[config.mk]
export PLATFORM = sky130hd
export DESIGN_NAME = imm_narrow
export DESIGN_NICKNAME = d
export VERILOG_FILES = /design/src/rtl/imm_pkg.sv /design/src/rtl/imm_fit_check.sv /design/src/rtl/imm_narrow.sv
export SDC_FILE = /design/constraint.sdc
export NUM_CORES = 1
export LEC_CHECK = 0
export CELL_PAD_IN_SITES_DETAIL_PLACEMENT = 1
export CELL_PAD_IN_SITES_GLOBAL_PLACEMENT = 1
export CORE_UTILIZATION = 39
export CTS_CLUSTER_DIAMETER = 200
export DETAILED_ROUTE_END_ITERATION = 8
export PLACE_DENSITY_LB_ADDON = 0.1
export SYNTH_ARGS = -nofsm -noshare
export SYNTH_HDL_FRONTEND = slang
export SYNTH_SLANG_ARGS = --single-unit
[constraint.sdc]
create_clock -name Clk -period 4.49 [get_ports Clk]
set_input_delay 0.449 -clock Clk [delete_from_list [all_inputs] [get_ports Clk]]
set_output_delay 0.449 -clock Clk [all_outputs]
set_load 0.02 [all_outputs]
[src/rtl/imm_pkg.sv]
// Shared definitions for the LC-3 immediate narrowing pipeline: field kinds,
// per-kind field widths and signedness.
package imm_pkg;

  typedef enum logic [2:0] {
    IMM5  = 3'd0,
    OFF6  = 3'd1,
    OFF9  = 3'd2,
    OFF11 = 3'd3,
    TRAP8 = 3'd4
  } kind_e;

  localparam int unsigned DATA_W  = 16;
  localparam int unsigned FIELD_W = 11;

  localparam logic [3:0] W_IMM5  = 4'd5;
  localparam logic [3:0] W_OFF6  = 4'd6;
  localparam logic [3:0] W_OFF9  = 4'd9;
  localparam logic [3:0] W_OFF11 = 4'd11;
  localparam logic [3:0] W_TRAP8 = 4'd8;

  // Bit k set when kind k is a two's-complement field.
  localparam logic [4:0] KIND_SIGNED = 5'b01111;

endpackage

[src/rtl/imm_fit_check.sv]
// Combinational fit test: truncates a 16-bit value to the selected instruction
// field and reports whether extending the field back reproduces the value.
module imm_fit_check
  import imm_pkg::*;
(
  input  logic [DATA_W-1:0]  value_i,
  input  logic [2:0]         kind_i,
  output logic [FIELD_W-1:0] field_o,
  output logic               fits_o
);

  logic [3:0]               w;
  logic                     sgn;
  logic                     known;
  logic signed [DATA_W-1:0] shifted;
  logic [FIELD_W-1:0]       mask;

  always_comb begin
    w     = 4'd0;
    sgn   = 1'b0;
    known = 1'b1;
    case (kind_i)
      IMM5:    begin w = W_IMM5;  sgn = KIND_SIGNED[IMM5];  end
      OFF6:    begin w = W_OFF6;  sgn = KIND_SIGNED[OFF6];  end
      OFF9:    begin w = W_OFF9;  sgn = KIND_SIGNED[OFF9];  end
      OFF11:   begin w = W_OFF11; sgn = KIND_SIGNED[OFF11]; end
      TRAP8:   begin w = W_TRAP8; sgn = KIND_SIGNED[TRAP8]; end
      default: known = 1'b0;
    endcase
  end

  // A signed value fits when everything from the field's sign bit upward is
  // a pure sign extension, i.e. the arithmetic shift leaves 0 or -1.
  always_comb begin
    shifted = $signed(value_i) >>> (w - 4'd1);
    mask    = (11'd1 << w) - 11'd1;
    field_o = '0;
    fits_o  = 1'b0;
    if (known) begin
      field_o = value_i[FIELD_W-1:0] & mask;
      fits_o  = sgn ? ((shifted == '0) || (shifted == '1))
                    : (value_i[DATA_W-1:8] == 8'h00);
    end
  end

endmodule

[src/rtl/imm_narrow.sv]
// Two-stage valid/ready narrowing encoder for LC-3 instruction fields.
// Define IMM_NARROW_STATS_EN to build the saturating overflow counter.
module imm_narrow
  import imm_pkg::*;
(
  input  logic               Clk,
  input  logic               Reset,
  input  logic               in_valid,
  output logic               in_ready,
  input  logic [DATA_W-1:0]  in_value,
  input  logic [2:0]         in_kind,
  output logic               out_valid,
  input  logic               out_ready,
  output logic [FIELD_W-1:0] out_field,
  output logic               out_fits,
  output logic [2:0]         out_kind,
  output logic [15:0]        ovf_count
);

  logic               vld_p1_q, vld_p2_q;
  logic [DATA_W-1:0]  value_p1_q;
  logic [2:0]         kind_p1_q, kind_p2_q;
  logic [FIELD_W-1:0] field_p1, field_p2_q;
  logic               fits_p1, fits_p2_q;
  logic               adv_p2;

  assign adv_p2   = !vld_p2_q || out_ready;
  assign in_ready = !vld_p1_q || adv_p2;

  always_ff @(posedge Clk) begin
    if (Reset) begin
      vld_p1_q <= 1'b0;
      vld_p2_q <= 1'b0;
    end else begin
      if (in_ready) vld_p1_q <= in_valid;
      if (adv_p2)   vld_p2_q <= vld_p1_q;
    end
  end

  // Stage 1: capture the raw request
  always_ff @(posedge Clk) begin
    if (in_valid && in_ready) begin
      value_p1_q <= in_value;
      kind_p1_q  <= in_kind;
    end
  end

  imm_fit_check u_fit (
    .value_i (value_p1_q),
    .kind_i  (kind_p1_q),
    .field_o (field_p1),
    .fits_o  (fits_p1)
  );

  // Stage 2: register the narrowed result
  always_ff @(posedge Clk) begin
    if (Reset) begin
      field_p2_q <= '0;
      fits_p2_q  <= 1'b0;
      kind_p2_q  <= 3'd0;
    end else if (adv_p2 && vld_p1_q) begin
      field_p2_q <= field_p1;
      fits_p2_q  <= fits_p1;
      kind_p2_q  <= kind_p1_q;
    end
  end

  assign out_valid = vld_p2_q;
  assign out_field = field_p2_q;
  assign out_fits  = fits_p2_q;
  assign out_kind  = kind_p2_q;

`ifdef IMM_NARROW_STATS_EN
  logic [15:0] ovf_q, ovf_d;

  function automatic logic [15:0] sat_inc(input logic [15:0] c);
    return (c == 16'hFFFF) ? c : c + 16'd1;
  endfunction

  always_comb begin
    ovf_d = ovf_q;
    if (out_valid && out_ready && !out_fits) ovf_d = sat_inc(ovf_q);
  end

  always_ff @(posedge Clk) begin
    if (Reset) ovf_q <= '0;
    else       ovf_q <= ovf_d;
  end

  assign ovf_count = ovf_q;
`else
  assign ovf_count = 16'h0000;
`endif

endmodule

# After elaboration in Yosys (flattened, before gate mapping)
# Index checks and enable logic that the tools add are counted.
[word_totals] ff_bits=36 latch_bits=0 mem_bits_rw=0 mem_bits_ro=0 in_bits=23 word_cells=35 memories=0
[classes] n_addsub=2 multipliers=0 div=0 magnitude_cmp=0 eq_ne=5 n_shift=2 muxes=6 n_bitwise=1 n_reduce_logical=12
[ops] op="$pmux W4 S5" count=1
[ops] op="$eq A16 B16 Y1 const B" count=1
[ops] op="$logic_not A16 Y1" count=1
[ops] op="$sshr A16 B4 Y16" count=1
[ops] op="$and A11 B11 Y11" count=1
[ops] op="$mux W11" count=1
[ops] op="$shl A1 B4 Y11 const A" count=1
[ops] op="$sub A11 B1 Y11 const B" count=1
[ops] op="$logic_not A8 Y1" count=1
[ops] op="$eq A3 B2 Y1 const B" count=2
[ops] op="$reduce_or A5 Y1" count=1
[ops] op="$mux W1" count=4
[ops] op="$reduce_or A4 Y1" count=1
[ops] op="$sub A4 B1 Y4 const B" count=1
[ops] op="$eq A3 B1 Y1 const B" count=1
[ops] op="$eq A3 B3 Y1 const B" count=1
[ops] op="$logic_not A3 Y1" count=1
[ops] op="$logic_or A1 B1 Y1" count=3
[ops] op="$logic_and A1 B1 Y1" count=2
[ops] op="$logic_not A1 Y1" count=2

# Longest topological paths before layout
[depth] ltp_word=8 mapped_depth=15 depth_no_buf=12

# Cells and area by module
# A second synthesis with hierarchy kept.
[unflattened] cells_unflattened=222 area_unflattened_um2=2260.9
[by_module_without_submodules] mod="imm_narrow" instances=1 cells_per_inst=111 area_each_um2=1462.7 seq_area_each_um2=910.9
[by_module_without_submodules] mod="imm_fit_check" instances=1 cells_per_inst=111 area_each_um2=798.3 seq_area_each_um2=0.0

# Worst setup path after synthesis
# Ideal clock, no wire load.
[synth_timing] kind="register -> register" startpoint="reg kind_p1_q[0]" endpoint="reg fits_p2_q, in the netlist out_fits" setup_time_ns=0.058 arrival_ns=3.111 path_slack_ns=1.321 stages_incl_launch_ff=15 n_path_buf=3 synth_period_minus_slack_ns=3.169 path_cell_list="edfxtp_1 -> buf_6 -> nor2b_4 -> buf_6 -> nor2_8 -> inv_6 -> ha_1 -> or3_1 -> and2_2 -> clkbuf_8 -> a311oi_1 -> a211oi_1 -> or4_1 -> nor4_2 -> a211o_1"
[synth_between] elab_chain_cells=8 elab_cells_between_ends=17 cone_classes="1 x add/sub; 5 x eq/ne; 1 x shift; 5 x mux; 5 x reduce/logical"
[synth_lines] element="start: declaration" line_no="imm_narrow.sv:22" text="logic [2:0] kind_p1_q, kind_p2_q;"
[synth_lines] element="start signal: assignment" line_no="imm_narrow.sv:44" text="kind_p1_q <= in_kind;"
[synth_lines] element="$eq A3 B3 Y1 (tied with other cells)" line_no="imm_fit_check.sv:22" text="case (kind_i)"
[synth_lines] element="$pmux W4 S5" line_no="imm_fit_check.sv:22"
[synth_lines] element="$sub A4 B1 Y4" line_no="imm_fit_check.sv:35" text="shifted = $signed(value_i) >>> (w - 4'd1);"
[synth_lines] element="$sshr A16 B4 Y16" line_no="imm_fit_check.sv:35"
[synth_lines] element="$eq A16 B16 Y1 or $logic_not A16 Y1 (tied branches)" line_no="imm_fit_check.sv:41" text="fits_o = sgn ? ((shifted == '0) || (shifted == '1))"
[synth_lines] element="$logic_or A1 B1 Y1" line_no="imm_fit_check.sv:41"
[synth_lines] element="$mux W1" line_no="imm_fit_check.sv:41"
[synth_lines] element="$mux W1 (*)" line_no="imm_fit_check.sv:39" text="if (known) begin"
[synth_lines] element="end signal: assignment" line_no="imm_narrow.sv:63" text="fits_p2_q <= fits_p1;"
[synth_lines] element="end: declaration" line_no="imm_narrow.sv:24" text="logic fits_p1, fits_p2_q;"
# Mark *: on every way between the ends. The rest lies on a longest branch, timed or not.
# A chain may end at the register's enable or synchronous reset.

# Worst setup path in the final report
[layout_timing] startpoint="reg kind_p1_q[1]" endpoint="reg fits_p2_q, in the netlist out_fits"
# The elaborated chain is that of the path after synthesis.

==> results.tsv <==
metric	value	unit
crit_path_top_delay_cell	edfxtp_1	
hp-class	reg2reg	
clock_skew	0.009343	ns
finalNetCount	326	
setup_viol	0	
finish.utilization	0.4707	
ys_seq_elements	36	
drt_first_pass_iters	4	
fp.dieH	82.90	microns
path_buf_inv	1	
whs	0.4730	ns
cts_resized	0	
insertion_delay	0.30	ns
htreeDepth	2	
numClockSinks	36	
io_pins	56	
antenna_found_initial	0	
die-area	6872	sq um
slew_headroom	0.3999	
synthArstFlopShare	0	
track_usage	0.2171	
core_area	6350	sq um
die_x	82.90	microns
first_global_vias	2206	
synth-warning-count	0	
start_util	0.4020	
ys_types	57	
cp-start-kind	flop	
tns	0	ns
cp-end-kind	flop	
yosysMostFrequentCell	nor2_1	
path_clk_slew	0.08	ns
ys_top_cells_by_count	34 x nor2_1, 22 x nand2_1, 19 x edfxtp_1	
routedWlPerCell	19.19	microns
drc_errors	0	
hold_violations	0	
synth_edf_count	19	
path_cells	nor2b_4, nor2_8, ha_1, inv_1, mux4_1, a22oi_1, o211ai_1, or4_1, nor4_2, a211o_1	
min_period	3.623	ns
max_stage_delay	0.59	ns
synth_area_leaders	edfxtp_1 22%, dfxtp_1 13%, mux4_1 9.3%	
clock_path_buffers	2	
p_leak	1.145	nW
gp_congestion	0.8684	
slew_viol_final	0	
routed_wl	7.198	mm
drv_cap	0	
n_fill_cell	726	
synth_top_area_cell	edfxtp_1	
cts_buffers	5	
rows	29	
ys_seq_area_frac	0.3569	
final.period_utilization	0.8069	
crit_family	simple AND/OR/NAND/NOR gates	
grt_max_degree	21	
worstPathMaxFanout	13	
outcome	finished clean	
dpl.hpwl	5.323	mm
via_per_inst	5.765	
path_class	reg2reg	
syn_to_final_growth	17.11	%
grt_pass1_wl	11.64	mm
cts_root_buffer	clkbuf_8	
postCtsSetupRepairBufs	0	
dp.cells	367	
dr.first_iter.drc_count	105	
rsz0062_at_grt	no	
diodes	0	
cts_tree	built	
drive_gt1_frac	0.08054	
ff_latch_area	910.9	sq um
syn_avg_cell_area	9.632	sq um
critical_path_required	4.74	ns
peakVddDrop	0.0002201	V
syn_area	2552	sq um
multiInputGateArea	1411	sq um
layout.cells.non_filler	375	
postCtsHoldBufs	0	
yosysTopAreaCellShare	0.2235	
ant_nets	0	
p_total	907.5	uW
tightest_slew	0.9001	ns
synth_ff_type	edfxtp_1	
powerDensity	303.6	nW/um^2
timing.fmax	276.0	MHz
netlist_instances	265	
overflow	0	
dr_total_vias	2162	
portBuffers	39	
critical_path_arrival	3.87	ns
==> report_power, final <==
part,total [mW],internal [mW],switching (mW)
clock network,0.291,0.164,0.126
registers,0.383,0.364,0.0187
logic,0.234,0.0959,0.138
total,0.907,0.624,0.283
==> routing by layer <==
layer  vias to the layer above  track usage  wire, microns
met5                         -            0              0
met4                         0      0.08777            197
met3                        14      0.03877            337
met2                        84       0.3733           3469
met1                      1046       0.2684           3193
li1                       1018            -              -
==> path summary, 6_finish.rpt <==
kind | start | endpoint | slack, ns | depth (start not counted)
hold reg to reg | out_field[10] | out_field[10] | 0.47 | 2
setup reg to reg | kind_p1_q[1] | out_fits | 0.87 | 10
setup / recovery | kind_p1_q[1] | out_fits | 0.87 | 10
hold / removal | out_field[10] | out_field[10] | 0.47 | 2
==> cells by family (layout without fill, tap and decap cells) <==
kind of cell / Yosys count / count (layout) / share of synthesized area
muxes: 15 / 15 / 0.1216
DFF: 36 / 36 / 0.3569
other: 1 / 16 / 0.001469
buffers and inverters: 44 / 62 / 0.1122
xor gates and xnor gates: 4 / 4 / 0.01373
AOI/OAI and AO/OA: 66 / 66 / 0.1819
and+or+nand+nor: 93 / 93 / 0.1828
adders and majority gates: 6 / 6 / 0.02941
==> through the flow <==
step	area (sq um)	worst slack [ns]
CTS	2989	0.8894
finish	2989	0.8670
floorplan	2609	1.321
detailed placement	2878	0.9143
global route	2989	0.5954
global placement	2878	0.9958
==> worst reg2reg max path, stage by stage (launching register included) <==
cell	delay (ns)
edfxtp_1	0.59
nor2b_4	0.32
nor2_8	0.10
ha_1	0.47
inv_1	0.38
mux4_1	0.40
a22oi_1	0.23
o211ai_1	0.13
or4_1	0.56
nor4_2	0.25
a211o_1	0.13
==> registers in the layout, summed over array words and instances (netlist names) <==
register	flops
value_p1_q	16
out_field	11
kind_p1_q	3
out_kind	3
out_fits	1
out_valid	1
vld_p1_q	1
==> placed cells by master, fill, tap and decap left out, types with 2 or more instances in the layout <==
cell type / netlist / final
or2_2: 2 / 2
a32oi_1: 10 / 10
and2_1: 2 / 2
nor4_1: 4 / 4
clkdlybuf4s50_1: 0 / 39
a31oi_1: 4 / 4
nand2_1: 22 / 22
dfxtp_1: 17 / 17
mux4_1: 9 / 9
conb_1: 1 / 16
or3_1: 2 / 2
inv_1: 11 / 11
a21oi_1: 9 / 9
a22oi_1: 7 / 7
buf_4: 18 / 2
o211ai_1: 6 / 6
o21ai_0: 14 / 14
a211oi_1: 3 / 3
nand2b_1: 4 / 4
nor3_1: 4 / 4
nand4b_1: 2 / 2
clkbuf_8: 1 / 5
mux2i_1: 4 / 4
a221oi_1: 2 / 2
xor2_1: 2 / 2
nor2_1: 34 / 34
nand3_1: 7 / 7
edfxtp_1: 19 / 19
ha_1: 6 / 6
xnor2_1: 2 / 2
or4_1: 2 / 2
==> area by class of cell <==
class	count	area share
clock buffer	5	0.02302
clock inverter	3	0.01423
inverter	13	0.01800
multi-input combinational	200	0.4722
sequential	36	0.3047
tap	77	0.03223
timing repair buffer	41	0.1356
Note: power is estimated with default switching activity, not from simulation.
